### src/rtl/wishbone_ctrl_classic_if.sv
// Wishbone classic bus bundle. The controller drives cyc/stb/we/adr/dat_o.
// The device returns dat_i/ack_i.
interface wishbone_classic #(
  parameter int unsigned ADR_WIDTH = 8,
  parameter int unsigned DAT_WIDTH = 8
) ();
  logic                 clk_i;
  logic                 rst_i;
  logic                 cyc_o;
  logic                 stb_o;
  logic                 we_o;
  logic [ADR_WIDTH-1:0] adr_o;
  logic [DAT_WIDTH-1:0] dat_o;
  logic [DAT_WIDTH-1:0] dat_i;
  logic                 ack_i;

  modport controller (
    input  clk_i, rst_i, dat_i, ack_i,
    output cyc_o, stb_o, we_o, adr_o, dat_o
  );

  modport device (
    input  clk_i, rst_i, cyc_o, stb_o, we_o, adr_o, dat_o,
    output dat_i, ack_i
  );
endinterface

### src/rtl/wishbone_ctrl_classic.sv
// Single-transaction Wishbone classic controller (IDLE/CYCLE FSM, registered outputs).
// Define WISHBONE_CTRL_TIMEOUT_EN to abort a cycle after TIMEOUT edges without ack.
module wishbone_ctrl_classic #(
  parameter int unsigned ADR_WIDTH = 8,
  parameter int unsigned DAT_WIDTH = 8,
  parameter int unsigned TIMEOUT   = 16
) (
  wishbone_classic.controller  wb,
  input  logic                 start,
  input  logic                 write_en,
  input  logic [ADR_WIDTH-1:0] addr,
  input  logic [DAT_WIDTH-1:0] write_data,
  output logic [DAT_WIDTH-1:0] read_data,
  output logic                 busy,
  output logic                 done,
  output logic                 err
);

  if (TIMEOUT < 2) begin : g_bad_timeout
    $error("wishbone_ctrl_classic: TIMEOUT must be >= 2");
  end

  typedef enum logic {IDLE, CYCLE} state_e;

  state_e                 state_q, state_d;
  logic                   busy_q, busy_d;
  logic                   we_q, we_d;
  logic [ADR_WIDTH-1:0]   adr_q, adr_d;
  logic [DAT_WIDTH-1:0]   dat_q, dat_d;
  logic [DAT_WIDTH-1:0]   rdata_q, rdata_d;
  logic                   done_q, done_d;

`ifdef WISHBONE_CTRL_TIMEOUT_EN
  localparam int unsigned CNT_W = $clog2(TIMEOUT);
  logic [CNT_W-1:0] cnt_q, cnt_d;
  logic             err_q, err_d;
`endif

  // NOTE: every _d gets a default before the case, so no path can infer a latch.
  always_comb begin
    state_d = state_q;
    busy_d  = busy_q;
    we_d    = we_q;
    adr_d   = adr_q;
    dat_d   = dat_q;
    rdata_d = rdata_q;
    done_d  = 1'b0;
`ifdef WISHBONE_CTRL_TIMEOUT_EN
    cnt_d   = cnt_q;
    err_d   = 1'b0;
`endif
    unique case (state_q)
      IDLE: begin
        if (start) begin
          state_d = CYCLE;
          busy_d  = 1'b1;
          we_d    = write_en;
          adr_d   = addr;
          dat_d   = write_data;
`ifdef WISHBONE_CTRL_TIMEOUT_EN
          cnt_d   = '0;
`endif
        end
      end
      CYCLE: begin
        // Ack is checked first so it wins over a simultaneous timeout.
        if (wb.ack_i) begin
          state_d = IDLE;
          busy_d  = 1'b0;
          done_d  = 1'b1;
          if (!we_q) rdata_d = wb.dat_i;
        end
`ifdef WISHBONE_CTRL_TIMEOUT_EN
        else if (cnt_q == CNT_W'(TIMEOUT - 1)) begin
          state_d = IDLE;
          busy_d  = 1'b0;
          done_d  = 1'b1;
          err_d   = 1'b1;
          cnt_d   = '0;
        end else begin
          cnt_d   = cnt_q + CNT_W'(1);
        end
`endif
      end
    endcase
  end

  // NOTE: state registers use non-blocking assignments so every flop samples pre-edge values.
  always_ff @(posedge wb.clk_i) begin
    if (wb.rst_i) begin
      state_q <= IDLE;
      busy_q  <= 1'b0;
      we_q    <= 1'b0;
      adr_q   <= '0;
      dat_q   <= '0;
      rdata_q <= '0;
      done_q  <= 1'b0;
`ifdef WISHBONE_CTRL_TIMEOUT_EN
      cnt_q   <= '0;
      err_q   <= 1'b0;
`endif
    end else begin
      state_q <= state_d;
      busy_q  <= busy_d;
      we_q    <= we_d;
      adr_q   <= adr_d;
      dat_q   <= dat_d;
      rdata_q <= rdata_d;
      done_q  <= done_d;
`ifdef WISHBONE_CTRL_TIMEOUT_EN
      cnt_q   <= cnt_d;
      err_q   <= err_d;
`endif
    end
  end

  assign wb.cyc_o   = busy_q;
  assign wb.stb_o   = busy_q;
  assign wb.we_o    = we_q;
  assign wb.adr_o   = adr_q;
  assign wb.dat_o   = dat_q;
  assign busy       = busy_q;
  assign done       = done_q;
  assign read_data  = rdata_q;
`ifdef WISHBONE_CTRL_TIMEOUT_EN
  assign err        = err_q;
`else
  assign err        = 1'b0;
`endif

endmodule

### src/flat_wrapper.sv
// flat-port wrapper written by rule: the top's interface ports become plain ports
module wishbone_ctrl_classic_flat 
#(
  parameter int unsigned ADR_WIDTH = 8,
  parameter int unsigned DAT_WIDTH = 8,
  parameter int unsigned TIMEOUT   = 16
)
  (start, write_en, addr, write_data, read_data, busy, done, err, wb_clk_i, wb_rst_i, wb_dat_i, wb_ack_i, wb_cyc_o, wb_stb_o, wb_we_o, wb_adr_o, wb_dat_o);
  wishbone_classic #(.ADR_WIDTH(ADR_WIDTH), .DAT_WIDTH(DAT_WIDTH)) wb_i ();
  input  logic start;
  input  logic write_en;
  input  logic [ADR_WIDTH-1:0] addr;
  input  logic [DAT_WIDTH-1:0] write_data;
  output logic [DAT_WIDTH-1:0] read_data;
  output logic busy;
  output logic done;
  output logic err;
  input wire logic [$bits(wb_i.clk_i)-1:0] wb_clk_i;
  input wire logic [$bits(wb_i.rst_i)-1:0] wb_rst_i;
  input wire logic [$bits(wb_i.dat_i)-1:0] wb_dat_i;
  input wire logic [$bits(wb_i.ack_i)-1:0] wb_ack_i;
  output wire logic [$bits(wb_i.cyc_o)-1:0] wb_cyc_o;
  output wire logic [$bits(wb_i.stb_o)-1:0] wb_stb_o;
  output wire logic [$bits(wb_i.we_o)-1:0] wb_we_o;
  output wire logic [$bits(wb_i.adr_o)-1:0] wb_adr_o;
  output wire logic [$bits(wb_i.dat_o)-1:0] wb_dat_o;
  assign wb_i.clk_i = wb_clk_i;
  assign wb_i.rst_i = wb_rst_i;
  assign wb_i.dat_i = wb_dat_i;
  assign wb_i.ack_i = wb_ack_i;
  assign wb_cyc_o = wb_i.cyc_o;
  assign wb_stb_o = wb_i.stb_o;
  assign wb_we_o = wb_i.we_o;
  assign wb_adr_o = wb_i.adr_o;
  assign wb_dat_o = wb_i.dat_o;
  wishbone_ctrl_classic #(.ADR_WIDTH(ADR_WIDTH), .DAT_WIDTH(DAT_WIDTH), .TIMEOUT(TIMEOUT)) u_core (.wb(wb_i), .start(start), .write_en(write_en), .addr(addr), .write_data(write_data), .read_data(read_data), .busy(busy), .done(done), .err(err));
endmodule
### config.mk
export PLATFORM = sky130hd
export DESIGN_NAME = wishbone_ctrl_classic_flat
export DESIGN_NICKNAME = d
export VERILOG_FILES = /design/src/rtl/wishbone_ctrl_classic_if.sv /design/src/rtl/wishbone_ctrl_classic.sv /design/src/flat_wrapper.sv
export SDC_FILE = /design/constraint.sdc
export NUM_CORES = 1
export LEC_CHECK = 0
export ABC_AREA = 0
export BUFFER_PORTS_ARGS = -buffer_cell sky130_fd_sc_hd__buf_2
export CAP_MARGIN = 20
export CORE_UTILIZATION = 38
export CTS_CLUSTER_DIAMETER = 200
export CTS_CLUSTER_SIZE = 24
export DETAILED_ROUTE_END_ITERATION = 6
export GPL_TIMING_DRIVEN = 0
export PLACE_DENSITY = 0.86
export RECOVER_POWER = 50
export SLEW_MARGIN = 20
export SYNTH_ARGS = -nofsm -noshare
export SYNTH_HDL_FRONTEND = slang
export SYNTH_SLANG_ARGS = --single-unit
### constraint.sdc
create_clock -name wb_clk_i -period 1 [get_ports wb_clk_i]
set_input_delay 0.1 -clock wb_clk_i [delete_from_list [all_inputs] [get_ports wb_clk_i]]
set_output_delay 0.1 -clock wb_clk_i [all_outputs]
set_load 0.05 [all_outputs]
Yosys cells after proc, flatten, opt, wreduce, memory -nomap -nowiden:

Cells that the tools add are included.

* register bits after elaboration: 28
* input bits: 29
* logic and storage cells: 22
* output and inout port bits: 30

* equal/unequal tests: 2
* bitwise operators: 2
* reduce and logical (&&, ||, !) cells: 4
* mux-type cells: 7

Operators with widths (number)
* $mux W1: 5
* $ne A2 B2 Y1 const B: 2
* $pmux W1 S2: 2
* $reduce_and A2 Y1: 2
* $reduce_and A3 Y1: 1
* $not A1 Y1: 2
* $reduce_or A2 Y1: 1

Longest topological paths before layout:

* word-level depth: 3
* depth in mapped cells: 5

Worst setup path after synthesis:

Ideal clock, no wire load.

* kind: register to register
* start: register u_core.we_q, in the netlist u_core.wb.we_o
* end: register u_core.rdata_q[0], in the netlist u_core.read_data[0]
* slack: -0.239 ns
* stages on the path, launching flop included: 5
* required time: 0.868 ns
* clock period less this slack: 1.239 ns
* data arrival time: 1.107 ns
* path buffers: 1
* cells stage by stage: dfxtp_1 and3b_1 buf_2 nand2_1 a21oi_1

* word-level cells in the longest chain between the ends: 2

Ends and longest elaborated chain
* from (decl): line wishbone_ctrl_classic.sv:27 `logic we_q, we_d;`
* from (signal assigned): line wishbone_ctrl_classic.sv:105 `we_q <= we_d;`
* $not A1 Y1 (no line)
* $reduce_and A3 Y1 (no line)
* to (signal assigned): line wishbone_ctrl_classic.sv:108 `rdata_q <= rdata_d;`
* to (decl): line wishbone_ctrl_classic.sv:30 `logic [DAT_WIDTH-1:0] rdata_q, rdata_d;`

Every way passes these cells.
A chain may end at the register's enable or synchronous reset.

Worst setup path after layout:

* start: register u_core.busy_q, in the netlist u_core.busy
* end: output wb_stb_o

RTL lines
* from (decl): line wishbone_ctrl_classic.sv:26 `logic busy_q, busy_d;`
* from (signal assigned): line wishbone_ctrl_classic.sv:104 `busy_q <= busy_d;`
* to (decl): line flat_wrapper.sv:23 `output wire logic [$bits(wb_i.stb_o)-1:0] wb_stb_o;`

No word-level cell between the ends.

==> impl_metrics.yaml <==
setup_path:
  crit-reg2reg-capture: "u_core.wb.dat_o[6]$_SDFFE_PP0P_"
  crit_arrival_ps: 960
  crit_type: "reg -> out"
  startpoint: "u_core.busy$_SDFFE_PP0P_"
  ff2ff_path_depth: 4
  endpoint: "wb_stb_o"
  r2r-start: "u_core.state_q$_SDFF_PP0_"
  critPathLaunchType: "flip-flop"
  crit_required_ps: 900
  r2r_setup_slack_ps: 10
  endpoint_kind: "output pin"
  worstPathMaxFanout: 4
status:
  outcome: "finished, violations left"
  violations: "negative setup slack"
floorplan:
  die_w_um: 53.42
  ios: 59
  die_h_um: 53.42
  core.rowCount: 18
  initial_core_util: 0.4056
  coreArea_sq_um: 2477
  die-area_sq_um: 2854
sta:
  fin_ws_ps: -57.09
  drv_slew: 0
  hold_ws_ps: 54.48
  skew_ps: 2.805
  period_needed_ps: 1057
  setup_viol: 3
  rsz0062_at_grt: "yes"
  period_share: 1.057
  finalHoldViolCount: 0
  fmax_mhz: 946.0
drt:
  drtAntennaViolNets: 0
  drt_wl_total_um: 3274
  dr_total_vias: 1146
  via_per_inst: 4.755
  wl_per_cell_um: 13.59
  drt_pre_antenna_iters: 3
  drtIter0Drc: 23
  drc: 0
global_routing:
  grt_pass1_vias: 1012
  antenna_found_initial: 0
  use_met2: 0.3729
  grt.busiest_layer: "met2"
  met3_usage: 0.03736
  overflow: 0
  grt_pass1_wl_um: 4098
  grt_max_degree: 19
  use_met1: 0.2038
  track_usage: 0.1998
logic_synthesis:
  syn_nets: 154
  ys_ff_latch: 28
  syn_avg_cell_area_sq_um: 8.038
  synth_cells: 125
  synth.distinct_cells: 15
  ys_seq_area_frac: 0.5579
  yosysWarnings: 0
  syn_area_sq_um: 1005
pwr:
  p_sw_frac: 0.2911
  combPwrFrac: 0.275
  powerDensity_nw_per_um2: 1408
  power_w: 0.002696
  p_int_w: 0.001911
  peakVddDrop_mv: 1.034
  p_switching_w: 0.0007848
  clkPwrFrac: 0.267
  p_leak_nw: 0.8412
  p_seq_frac: 0.458
clock_tree:
  cts_num_sinks: 28
  cts_max_level: 1
  cts_root_buffer: "clkbuf_4"
  clkTransAtPathRegs_ps: 140
  cts_buffer_depth: 2
  insertion_delay_ps: 320
  cts_tree: "built"
  cts_buffers: 3
layout:
  layout.cells.most_common_list: "nand2_1, buf_6, buf_2"
  nNetsFinal: 241
  final_common_cell: "nand2_1"
  areaGrowthSynthToFinish_pct: 90.54
  diodes: 0
  drive_above_1_share: 0.4882
  final_util: 0.7727
flow_run:
  cap_violations: 0
placement:
  port_buffers: 56
  routabilityCongestion: 0.6781
  hpwl_um: 1676
hold_path:
  holdCritPathClass: "in -> reg"
## synthesized netlist by cell type, drive strengths merged
cell,n,share of area
buf,10,0.070
clkbuf,1,0.0037
nand2,51,0.19
nand2b,1,0.0062
a21oi,26,0.13
and3b,1,0.0087
nor2b,1,0.0062
nand3b,1,0.0075
dfxtp,28,0.56
conb,1,0.0037
nor2,3,0.011
o21ai,1,0.0050
## power by group through the flow
stage	combinational, W	sequential (W)	clock, W
2_1_floorplan	0.000181	0.00144	0
3_3_place_gp	0.000526	0.00123	0
3_5_place_dp	0.000531	0.00123	0
4_1_cts	0.000656	0.00122	0.000740
6_report	0.000740	0.00124	0.000721
5_1_grt	0.000779	0.00124	0.000782
## state kept, by name, summed over array words and instances (netlist names)
register          cells
u_core.busy           1
u_core.wb.we_o        1
u_core.wb.adr_o       8
u_core.read_data      8
u_core.done           1
u_core.wb.dat_o       8
u_core.state_q        1
## critical path: stages, from the launching register on
cell and delay, ps:
dfxtp_4 390, buf_6 120, buf_8 140
## metrics by stage
step	setup TNS (ps)	cells	cell area, sq um	setup slack, ps
6_report	-121.8	241	1914	-57.09
5_1_grt	-319.5	241	1914	-86.10
4_1_cts	-140.8	237	1724	-56.44
3_5_place_dp	-776.7	211	1328	-75.60
3_3_place_gp	-419.4	211	1328	-52.74
2_1_floorplan	0	125	1010	6.950
## cells by family (layout without fill, tap and decap cells)
family          Yosys count  count (layout)  synth area share
compound gates           27              27            0.1345
simple gates             58              58            0.2304
flops                    28              28            0.5579
other cells               1               1          0.003732
buf+inv                  11              97           0.07346
## worst min-delay path by stage
stage,depth (start not counted),slack (ps),startpoint,endpoint
2_1_floorplan,2,230,write_en,u_core.wb.we_o$_SDFFE_PP0P_
3_3_place_gp,3,340,write_data[1],u_core.wb.dat_o[1]$_SDFFE_PP0P_
3_5_place_dp,3,350,wb_dat_i[3],u_core.read_data[3]$_SDFFE_PP0P_
4_1_cts,3,4,addr[7],u_core.wb.adr_o[7]$_SDFFE_PP0P_
5_1_grt,2,50,wb_rst_i,u_core.read_data[7]$_SDFFE_PP0P_
6_report,2,50,wb_rst_i,u_core.read_data[3]$_SDFFE_PP0P_
## layout make-up
cell class | instances | area (sq um)
repair buffers | 84 | 742.0
flip-flops and latches | 28 | 598.1
fillers | 152 | 563.0
multi-input cells | 86 | 407.9
plain buffers | 9 | 76.32
well taps | 30 | 37.54
clock inverters | 1 | 30.03
clock buffers | 3 | 22.52
## timing repair
item	in CTS	in global routing
endpoints found under the setup margin	48	49
cloned	0	2
pin swaps	0	4
gates resized for setup	44	60
setup buffers	1	0
endpoints found under the hold margin	23	2
hold buffers	23	2
## per-layer routing
layer | share of wire | vias to the layer above | wire, um
met5 | 0 | - | 0
met4 | 0.024 | 0 | 77
met3 | 0.048 | 8 | 158
met2 | 0.54 | 41 | 1758
met1 | 0.39 | 529 | 1279
li1 | - | 568 | -
No activity file was read; power rests on OpenSTA's default activity.
